### src/rtl/sm4_tau_l.sv
// sm4_tau_l: SM4 T/T' transform - streams one word's bytes through a shared S-box,
// gathers the substituted bytes and applies L (round) or L' (key expansion).
module sm4_tau_l #(
    parameter int SBOX_TIMEOUT = 15
) (
    input  logic        i_clk,
    input  logic        i_rst_n,
    input  logic [31:0] i_data,
    input  logic        i_mode,
    input  logic        i_valid,
    output logic        o_ready,
    output logic [7:0]  o_sbox_data,
    output logic        o_sbox_valid,
    input  logic [7:0]  i_sbox_data,
    input  logic        i_sbox_valid,
    output logic [31:0] o_t_data,
    output logic        o_t_valid,
    input  logic        i_t_ready,
    output logic        o_err
);

    localparam logic [1:0] S_IDLE    = 2'd0;
    localparam logic [1:0] S_ISSUE   = 2'd1;
    localparam logic [1:0] S_COLLECT = 2'd2;
    localparam logic [1:0] S_OUT     = 2'd3;
    localparam int TW = $clog2(SBOX_TIMEOUT + 1);

    function automatic logic [31:0] rotl(input logic [31:0] x, input int n);
        return (x << n) | (x >> (32 - n));
    endfunction

    function automatic logic [31:0] lin(input logic [31:0] b);
        return b ^ rotl(b, 2) ^ rotl(b, 10) ^ rotl(b, 18) ^ rotl(b, 24);
    endfunction

    function automatic logic [31:0] lin_key(input logic [31:0] b);
        return b ^ rotl(b, 13) ^ rotl(b, 23);
    endfunction

    logic [1:0]    state_q, state_d;
    logic [31:0]   a_q, a_d;
    logic          mode_q, mode_d;
    logic [1:0]    iss_q, iss_d;
    logic [1:0]    col_q, col_d;
    logic [TW-1:0] to_q, to_d;
    logic [31:0]   b_q, b_d;
    logic [7:0]    sbox_data_q, sbox_data_d;
    logic          sbox_valid_q, sbox_valid_d;
    logic [31:0]   t_data_q, t_data_d;
    logic          t_valid_q, t_valid_d;
    logic          err_q, err_d;
    logic          ready_q;

    logic [31:0] b_new;
    logic [31:0] c_new;
    logic [1:0]  iss_nx;
    logic        capture;
    logic        done;
    logic        timeout;

    // Byte slot is the complement of the counter: first arrival lands in B[31:24].
    always_comb begin
        b_new = b_q;
        b_new[{~col_q, 3'b000} +: 8] = i_sbox_data;
        c_new = mode_q ? lin_key(b_new) : lin(b_new);
        iss_nx = iss_q + 2'd1;
        capture = (state_q == S_ISSUE || state_q == S_COLLECT) && i_sbox_valid;
        done = capture && col_q == 2'd3;
        timeout = state_q == S_COLLECT && !done && to_q == TW'(SBOX_TIMEOUT - 1);
    end

    always_comb begin
        state_d      = state_q;
        a_d          = a_q;
        mode_d       = mode_q;
        iss_d        = iss_q;
        col_d        = col_q;
        to_d         = to_q;
        b_d          = b_q;
        sbox_data_d  = sbox_data_q;
        sbox_valid_d = sbox_valid_q;
        t_data_d     = t_data_q;
        t_valid_d    = t_valid_q;
        err_d        = err_q;
        if (state_q == S_IDLE) begin
            if (i_valid && ready_q) begin
                a_d          = i_data;
                mode_d       = i_mode;
                iss_d        = 2'd0;
                col_d        = 2'd0;
                to_d         = '0;
                sbox_valid_d = 1'b1;
                sbox_data_d  = i_data[31:24];
                state_d      = S_ISSUE;
            end
        end else if (state_q == S_ISSUE) begin
            if (iss_q == 2'd3) begin
                sbox_valid_d = 1'b0;
                to_d         = '0;
                state_d      = S_COLLECT;
            end else begin
                iss_d       = iss_nx;
                sbox_data_d = a_q[{~iss_nx, 3'b000} +: 8];
            end
        end else if (state_q == S_COLLECT) begin
            to_d = to_q + TW'(1);
            if (timeout) begin
                err_d   = 1'b1;
                state_d = S_IDLE;
            end
        end else if (i_t_ready) begin
            t_valid_d = 1'b0;
            state_d   = S_IDLE;
        end
        if (capture) begin
            b_d   = b_new;
            col_d = col_q + 2'd1;
        end
        if (done) begin
            t_data_d     = c_new;
            t_valid_d    = 1'b1;
            sbox_valid_d = 1'b0;
            state_d      = S_OUT;
        end
    end

    // Ready follows the next state, so it rises the cycle after a word leaves.
    always_ff @(posedge i_clk or negedge i_rst_n) begin
        if (!i_rst_n) begin
            state_q      <= S_IDLE;
            a_q          <= '0;
            mode_q       <= 1'b0;
            iss_q        <= '0;
            col_q        <= '0;
            to_q         <= '0;
            b_q          <= '0;
            sbox_data_q  <= '0;
            sbox_valid_q <= 1'b0;
            t_data_q     <= '0;
            t_valid_q    <= 1'b0;
            err_q        <= 1'b0;
            ready_q      <= 1'b0;
        end else begin
            state_q      <= state_d;
            a_q          <= a_d;
            mode_q       <= mode_d;
            iss_q        <= iss_d;
            col_q        <= col_d;
            to_q         <= to_d;
            b_q          <= b_d;
            sbox_data_q  <= sbox_data_d;
            sbox_valid_q <= sbox_valid_d;
            t_data_q     <= t_data_d;
            t_valid_q    <= t_valid_d;
            err_q        <= err_d;
            ready_q      <= state_d == S_IDLE;
        end
    end

    assign o_ready      = ready_q;
    assign o_sbox_data  = sbox_data_q;
    assign o_sbox_valid = sbox_valid_q;
    assign o_t_data     = t_data_q;
    assign o_t_valid    = t_valid_q;
    assign o_err        = err_q;

endmodule
### config.mk
export PLATFORM = sky130hd
export DESIGN_NAME = sm4_tau_l
export DESIGN_NICKNAME = d
export VERILOG_FILES = /design/src/rtl/sm4_tau_l.sv
export SDC_FILE = /design/constraint.sdc
export NUM_CORES = 1
export LEC_CHECK = 0
export ABC_CLOCK_PERIOD_IN_PS = 6500
export CORE_AREA = 2 2 139 141
export DETAILED_ROUTE_END_ITERATION = 6
export DIE_AREA = 0 0 141 143
export PLACE_DENSITY_LB_ADDON = 0.2
export RECOVER_POWER = 50
export SLEW_MARGIN = 10
export SYNTH_ARGS = -nofsm -noshare
export SYNTH_HDL_FRONTEND = slang
export SYNTH_SLANG_ARGS = --single-unit
### constraint.sdc
create_clock -name i_clk -period 6.5 [get_ports i_clk]
set_input_delay 0.975 -clock i_clk [delete_from_list [all_inputs] [get_ports i_clk]]
set_output_delay 0.975 -clock i_clk [all_outputs]
set_load 0.1 [all_outputs]
**Word-level counts from Yosys, hierarchy flattened**

Index checks and enable logic that the tools add are counted.

- Logic and storage cells: 106
- Register bits after elaboration: 119
- Bits of input ports: 46

- Multiplexer cells: 35
- Bitwise logic cells: 16
- Reductions and logical operators: 23
- Equality and inequality tests: 12
- $add $sub $neg: 4
- Shifts and indexed selects: 3

Operators by type and width:

| kind | count |
|---|---|
| $xor 32x32->32 | 6 |
| $bwmux 32 | 1 |
| $mux 32 | 1 |
| $mux 8 | 4 |
| $or 32x10->32 | 1 |
| $or 32x13->32 | 1 |
| $or 32x18->32 | 1 |
| $or 32x2->32 | 1 |
| $or 32x23->32 | 1 |
| $or 32x24->32 | 1 |
| $shift 8x7->32 const A | 1 |
| $shiftx 32x6->8 | 1 |
| $shiftx 8x7->32 | 1 |
| $mux 2 | 14 |
| $mux 4 | 5 |
| $mux 1 | 10 |
| $reduce_and 3->1 | 3 |
| $reduce_bool 3->1 | 3 |
| $ne 2x2->1 const B | 4 |
| $reduce_and 4->1 | 2 |
| $reduce_bool 2->1 | 4 |
| $neg 5->7 | 1 |
| $eq 2x2->1 const B | 3 |
| $logic_and 1x1->1 | 5 |
| other kinds (13) | 18 |

**Longest topological paths before layout**

Gate-level depths: netlist of run 1.

- Depth in word-level cells: 13
- Mapped depth: 13
- Depth with buffers taken out: 9

**Worst setup path after synthesis of run 1**

Ideal clock, no wire load.

- Kind: register to register
- Start: register col_q[0]
- End: register t_data_q[6], in the netlist o_t_data[6]
- Path buffers: 2
- Path slack: 3.739 ns
- Stages on the path, launching flop included: 12
- Arrival time: 2.622 ns
- Cell sequence: dfrtp_1 buf_2 inv_1 ha_1 buf_2 or4b_1 a21oi_1 nor3_1 a211oi_1 xnor2_1 mux2i_1 o211ai_1

- Word-level cells in the longest chain between the ends: 10

Ends and longest elaborated chain:

| item | line | RTL |
|---|---|---|
| from (decl) | 44 | `logic [1:0] col_q, col_d;` |
| from (signal assigned) | 148 | `col_q <= col_d;` |
| $not 2->2 | 64 | `b_new[{~col_q, 3'b000} +: 8] = i_sbox_data;` |
| $neg 5->7 | 64 |  |
| $shiftx 8x7->32 or $shift 8x7->32 (tied branches) | 64 |  |
| $bwmux 32 | 64 |  |
| $or 32x2->32 | 29 | `return (x << n) \| (x >> (32 - n));` |
| $xor 32x32->32 (4 in a row) | 33 | `return b ^ rotl(b, 2) ^ rotl(b, 10) ^ rotl(b, 18) ^ rotl(b, 24);` |
| $mux 32 | 65 | `c_new = mode_q ? lin_key(b_new) : lin(b_new);` |
| to (signal assigned) | 153 | `t_data_q <= t_data_d;` |
| to (decl) | 49 | `logic [31:0] t_data_q, t_data_d;` |

Parallel ways exist; a longest one is shown, timed or not.
A chain may end at the register's enable or synchronous reset.

==> run metrics, run 1 <==
placer congestion estimate 0.982; Worst Setup End Kind asynchronous set/reset pin; post-route cell area 9130 um^2; synthesized flop and latch total 119; Area growth, synth to finish 21.6%; Worst path top cell family by delay buffers and inverters; highest-count cells in the layout ignoring fill and taps xnor2_1, dfrtp_1, clkdlybuf4s50_1; max frequency 225 MHz; maximum clock path buffer count 2; crit-path cells clkbuf_1 > clkbuf_2; sequential-to-total area share from yosys stat 39.6%; Critical Path Slowest Stage Cell clkbuf_1; clock slew at reported path FFs 60 ps; I/O pin cnt 90; CTS tree done; min Tclk post-route 4450 ps; RSZ-0062 raised after global routing false; via density per instance 5.50; CTS Sinks 119; Die X 141 um; Main synth FF type dfrtp_1; Num CTS Buffers 17; worst-margin pin slew 2800 ps; # rows 50; outcome finished with violations; DP HPWL 15.8 mm; failing checks capacitance limit, slew limit; Post-CTS Resized 0; vias in the first global route 6,015; setup TNS 0 ps; gr usage total 22.8%; DR WL/cell 20.8 um; Setup Skew 14.4 ps; initial antenna violation count 0; layout cells sized above 1 12.9%; Slew Viols, Final 203; CP max stage delay 1940 ps; synth unique cells 68; yosys warns 0; top cells by area, synth dfrtp_1, xnor2_1, mux2_2, nand2_1, o21ai_0; number of H-tree levels 4; worst path bufs/invs 2; cell taking the most area after synthesis dfrtp_1; drt pass-1 iters 5; GRT overflow 0; period utilization 68.4%; initial core utilization 40.4%; ANT nets after route 0; final setup fails 0; post-synth top area share 39.6%; Fin. Hold Viols 0; relative slew slack -86.7%; Syn Std Cell Area 7510 um^2; kind of critical path in -> async; CP required 6670 ps; CTS root buf clkbuf_16; syn_area_per_cell 10.1 um^2; Total Wirelength 22.0 mm; pwr/cell area 642 nW/um^2; number of enable flip-flop cells after synthesis 0; Ant. Diodes 0; Initial DRC Count 453; IO buf count 89; CP startpoint kind input pin; Syn Nets 803; Final Util 49.2%; crit path DAT 4610 ps; worst IR drop on VDD 0.235 mV; most common cell after layout, fill and taps aside xnor2_1; critical path peak fanout 73; Post-synth ARST share 100%; Post-CTS Hold Buffers 0; Post-CTS Repair Setup Buffers 0; core footprint 18,600 um^2; DIE AREA 20,200 um^2; Leak 3.67 nW; first-pass GRT wire length 34.7 mm; Die Span Y 143 um; pin count of the biggest net entering global routing 74; drt drc 0; placed inst area 8520 um^2; post-layout power 5.87 mW; # fillers 1,716; worst hold path type reg -> reg; Mapped Cells 745; Max-Cap Viols 4; clk_lat worst skew 430 ps; Via Count 5,818; Final #Nets 868
[cell usage after synthesis, types with 3 or more instances]
library cell and instances:
a31oi_1 7, nand3_1 8, nor2b_1 22, ha_1 12
buf_4 4, and4b_1 3, a21oi_1 40, a22oi_2 7
o31ai_1 3, o21a_1 3, xor2_1 27, clkbuf_1 33
mux4_2 8, nor3b_1 4, and2_1 3, a21o_1 7
xnor2_1 123, mux2_2 34, o21ai_1 5, mux2i_1 13
o21ai_0 52, nand2_1 82, nor3_1 6, buf_2 8
nor2_1 19, o221ai_1 15, nand2b_1 6, dfrtp_1 119
a21oi_2 6, inv_1 9, a32o_1 9
[where the power goes]
group / total (mW) / leakage, nW / internal (mW) / switching [mW]
Sequential: 1.26 / 1.54 / 1.04 / 0.225
Clock: 1.02 / 0.308 / 0.621 / 0.398
Combinational: 3.59 / 1.82 / 1.33 / 2.25
[worst paths after layout]
| check | to | depth (start not counted) | from | slack (ps) |
|---|---|---|---|---|
| worst min-delay path | b_q[5] | 2 | b_q[5] | 470 |
| worst min register to register | b_q[5] | 2 | b_q[5] | 470 |
| worst max-delay path | b_q[9] | 2 | i_rst_n | 2050 |
| min in group asynchronous | a_q[10] | 1 | i_rst_n | 1430 |
| worst max register to register | o_t_data[16] | 10 | col_q[0] | 2580 |
| max in group i_clk | o_t_data[16] | 10 | col_q[0] | 2580 |
[area by class of cell]
type	instances	area [um^2]	share of cell area (%)
clock inverters	15	204	2.23
multi-input cells	565	4270	46.7
clock buffers	17	425	4.66
flip-flops and latches	119	2980	32.6
repair buffers	95	923	10.1
well taps	234	293	3.21
inverters	12	45.0	0.493
[flip-flops by register name, summed over array words and instances (netlist names)]
| register | flops |
|---|---|
| a_q | 32 |
| b_q | 32 |
| col_q | 2 |
| iss_q | 2 |
| mode_q | 1 |
| o_err | 1 |
| o_ready | 1 |
| o_sbox_data | 8 |
| o_sbox_valid | 1 |
| o_t_data | 32 |
| o_t_valid | 1 |
| state_q | 2 |
| to_q | 4 |
[routing by layer]
layer  vias up  part of all wire (%)  GRT usage [%]
li1       2736                     -              -
met1      2881                    46           30.9
met2       181                    47           36.6
met3        20                   5.4           5.06
met4         0                   1.4           6.84
met5         -                     0              0
[kinds of logic after synthesis]
logic type / synth area share [%]
flops: 39.6
fa+ha+maj: 2.00
compound gates: 17.1
buf+inv: 3.58
mux: 9.23
xor+xnor: 17.7
simple gates: 10.8
[worst register-to-register path, stage by stage (launching register included)]
cell,delay [ps]
dfrtp_1,680
inv_1,180
ha_1,470
nor4b_2,260
buf_4,220
a21oi_1,950
nand2_1,110
a2111oi_0,490
nor3_1,130
xnor2_1,150
o21ai_0,80
[per-stage QoR]
| step | hold slack [ps] | instances | setup WS [ps] |
|---|---|---|---|
| detailed placement | 464 | 1025 | 2750 |
| CTS | 477 | 1057 | 2720 |
| finish | 473 | 1057 | 2050 |
| global route | 500 | 1057 | 1250 |
| floorplan | 438 | 745 | 3740 |
| global placement | 445 | 1025 | 2720 |
(Power assumes the default switching activity.)
==> inputs of run 2 (changes only) <==
ABC_CLOCK_PERIOD_IN_PS = 4650   (was 6500)
clock period = 4.65 ns   (was 6.5 ns; I/O delays follow)
==> run 2 against run 1 <==
Effect of this change:
- the flow still finishes with violations (capacitance limit, slew limit)
- global-route usage fell by 0.25 points
- critical path depth rose by 8
- power rose by 39%
- critical path type is now reg -> reg
- largest cell class unchanged
- largest power group unchanged
==> run metrics, run 2 (synthesis results as in run 1) <==
outcome finished with violations (unchanged); failing checks capacitance limit, slew limit (unchanged); hold_ws 459 ps (was 473 ps); worst hold path type reg -> reg (unchanged); Slew Viols, Final 73 (was 203); DP HPWL 16.3 mm (was 15.8 mm); Die X 141 um (unchanged); Via Count 5,882 (was 5,818); Post-CTS Repair Setup Buffers 0 (unchanged); reg2reg start col_q[0] (unchanged); DR WL/cell 20.8 um (about the same); Die Span Y 143 um (unchanged); pin count of the biggest net entering global routing 46 (was 74); setup TNS 0 ps (unchanged); Worst Setup End Kind flop (was asynchronous set/reset pin); register share of total power 21.6% (was 21.5%); critical path peak fanout 17 (was 73); kind of critical path reg -> reg (was in -> async); CP startpoint kind flop (was input pin); maximum clock path buffer count 2 (unchanged); Cell Int Power 4.18 mW (was 2.99 mW); worst IR drop on VDD 0.303 mV (was 0.235 mV); GRT overflow 0 (unchanged); vias in the first global route 5,895 (was 6,015); final setup fails 0 (unchanged); Fin. Hold Viols 0 (unchanged); clock slew at reported path FFs 60 ps (about the same); layout cells sized above 1 13.3% (was 12.9%); flop-to-flop setup slack 1020 ps (was 2580 ps); Total Wirelength 22.1 mm (was 22.0 mm); ANT nets after route 0 (unchanged); crit path DAT 3970 ps (was 4610 ps); Placed Instances 1,029 (was 1,025); RSZ-0062 raised after global routing false (unchanged); beginning of the critical path col_q[0] (was i_rst_n); Post-CTS Resized 0 (unchanged); P_sw 4.01 mW (was 2.88 mW); initial core utilization 40.4% (unchanged); I/O pin cnt 90 (unchanged); drt drc 0 (unchanged); number of H-tree levels 4 (unchanged); CTS root buf clkbuf_16 (unchanged); placer congestion estimate 0.959 (was 0.982); highest-count cells in the layout ignoring fill and taps xnor2_1, dfrtp_1, clkdlybuf4s50_1 (unchanged); Num CTS Buffers 17 (unchanged); placed inst area 8550 um^2 (was 8520 um^2); min Tclk post-route 3630 ps; FF+latch area 2980 um^2 (unchanged); CTS Sinks 119 (unchanged); relative slew slack -32.5% (was -86.7%); final setup margin 1020 ps (was 2050 ps); Post-CTS Hold Buffers 0 (unchanged); DIE AREA 20,200 um^2 (unchanged); CP required 4990 ps (was 6670 ps); Initial DRC Count 535 (was 453); Net Sw Frac 49.0% (about the same); worst-margin pin slew 1990 ps (was 2800 ps); Reg2Reg Depth 10 (unchanged); worst setup path endpoint o_t_data[16] (was b_q[9]); Final #Nets 872 (was 868); # fillers 1,690 (was 1,716); worst reg2reg endpoint o_t_data[16] (unchanged); fin cells 1,061 (was 1,057); post-route cell area 9150 um^2 (was 9130 um^2); via density per instance 5.54 (was 5.50); logic gate share of total power 61.5% (was 61.1%); IO buf count 89 (unchanged); # rows 50 (unchanged); setup slack after placement 1110 ps (was 2750 ps); clk_lat worst skew 430 ps (about the same); drt pass-1 iters 5 (unchanged); Clock power frac 17.0% (was 17.4%); pwr/cell area 895 nW/um^2 (was 642 nW/um^2); Max-Cap Viols 2 (was 4); Leak 3.68 nW (was 3.67 nW); most common cell after layout, fill and taps aside xnor2_1 (unchanged); CTS tree done (unchanged); gr usage total 22.5% (was 22.8%); Setup Skew 7.37 ps (was 14.4 ps); core footprint 18,600 um^2 (unchanged); first-pass GRT wire length 34.2 mm (was 34.7 mm); Area growth, synth to finish 21.8% (was 21.6%); initial antenna violation count 0 (unchanged); Multi-input gate area 4270 um^2 (unchanged); Ant. Diodes 0 (unchanged); period utilization 78.2%; max frequency 275 MHz
## run 2: changes by cell type in the layout (fill, tap and decap cells not counted)
| cell | delta |
|---|---|
| and2_0 | -1 |
| buf_4 | +3 |
| clkinv_2 | +1 |
| clkdlybuf4s50_1 | +1 |
| clkbuf_2 | +1 |
| dlygate4sd3_1 | -1 |
| inv_8 | -3 |
| clkinv_4 | +4 |
| inv_6 | -2 |
| and2_1 | +1 |
## run 2: worst min path at each step
stage                     startpoint  depth (start not counted)  endpoint
after CTS                    i_rst_n                          1   a_q[27]
after detailed placement       o_err                          1     o_err
after floorplan              i_rst_n                          0    a_q[0]
after global placement         o_err                          1     o_err
after global routing           o_err                          1     o_err
final                          o_err                          1     o_err
## run 2: routing by layer
metal  part of all wire [%]  track usage (%)
met5                      0                0
met4                    2.7             8.05
met3                    5.7             4.83
met2                     46             35.6
met1                     45             30.6
## run 2: final cells by class
| type | instances | share of cell area [%] |
|---|---|---|
| clock buffers | 17 | 4.65 |
| clock inverters | 15 | 2.11 |
| inverters | 12 | 0.492 |
| multi-input cells | 565 | 46.6 |
| flip-flops and latches | 119 | 32.5 |
| well taps | 234 | 3.20 |
| repair buffers | 99 | 10.4 |
## run 2: power by group through the flow
stage | sequential [mW] | combinational (mW) | clock [mW]
final | 1.76 | 5.03 | 1.39
after floorplan | 2.69 | 2.88 | 0
after CTS | 1.77 | 5.01 | 1.41
after global placement | 1.76 | 4.97 | 0
after global routing | 1.83 | 5.34 | 1.45
after detailed placement | 1.79 | 5.00 | 0
## run 2: critical path, cell delays in order, from the launching register on
cell,delay [ps]
dfrtp_1,630
inv_1,180
ha_1,450
nor4b_2,260
buf_4,210
a21oi_1,830
nand2_1,100
a2111oi_0,480
nor3_1,120
xnor2_1,140
o21ai_0,150
## run 2: through the flow
step / power [mW] / utilization [%]
global placement: 6.73 / 46.0
CTS: 8.19 / 49.3
floorplan: 5.57 / -
global route: 8.62 / 49.2
finish: 8.19 / 49.2
detailed placement: 6.79 / 46.0
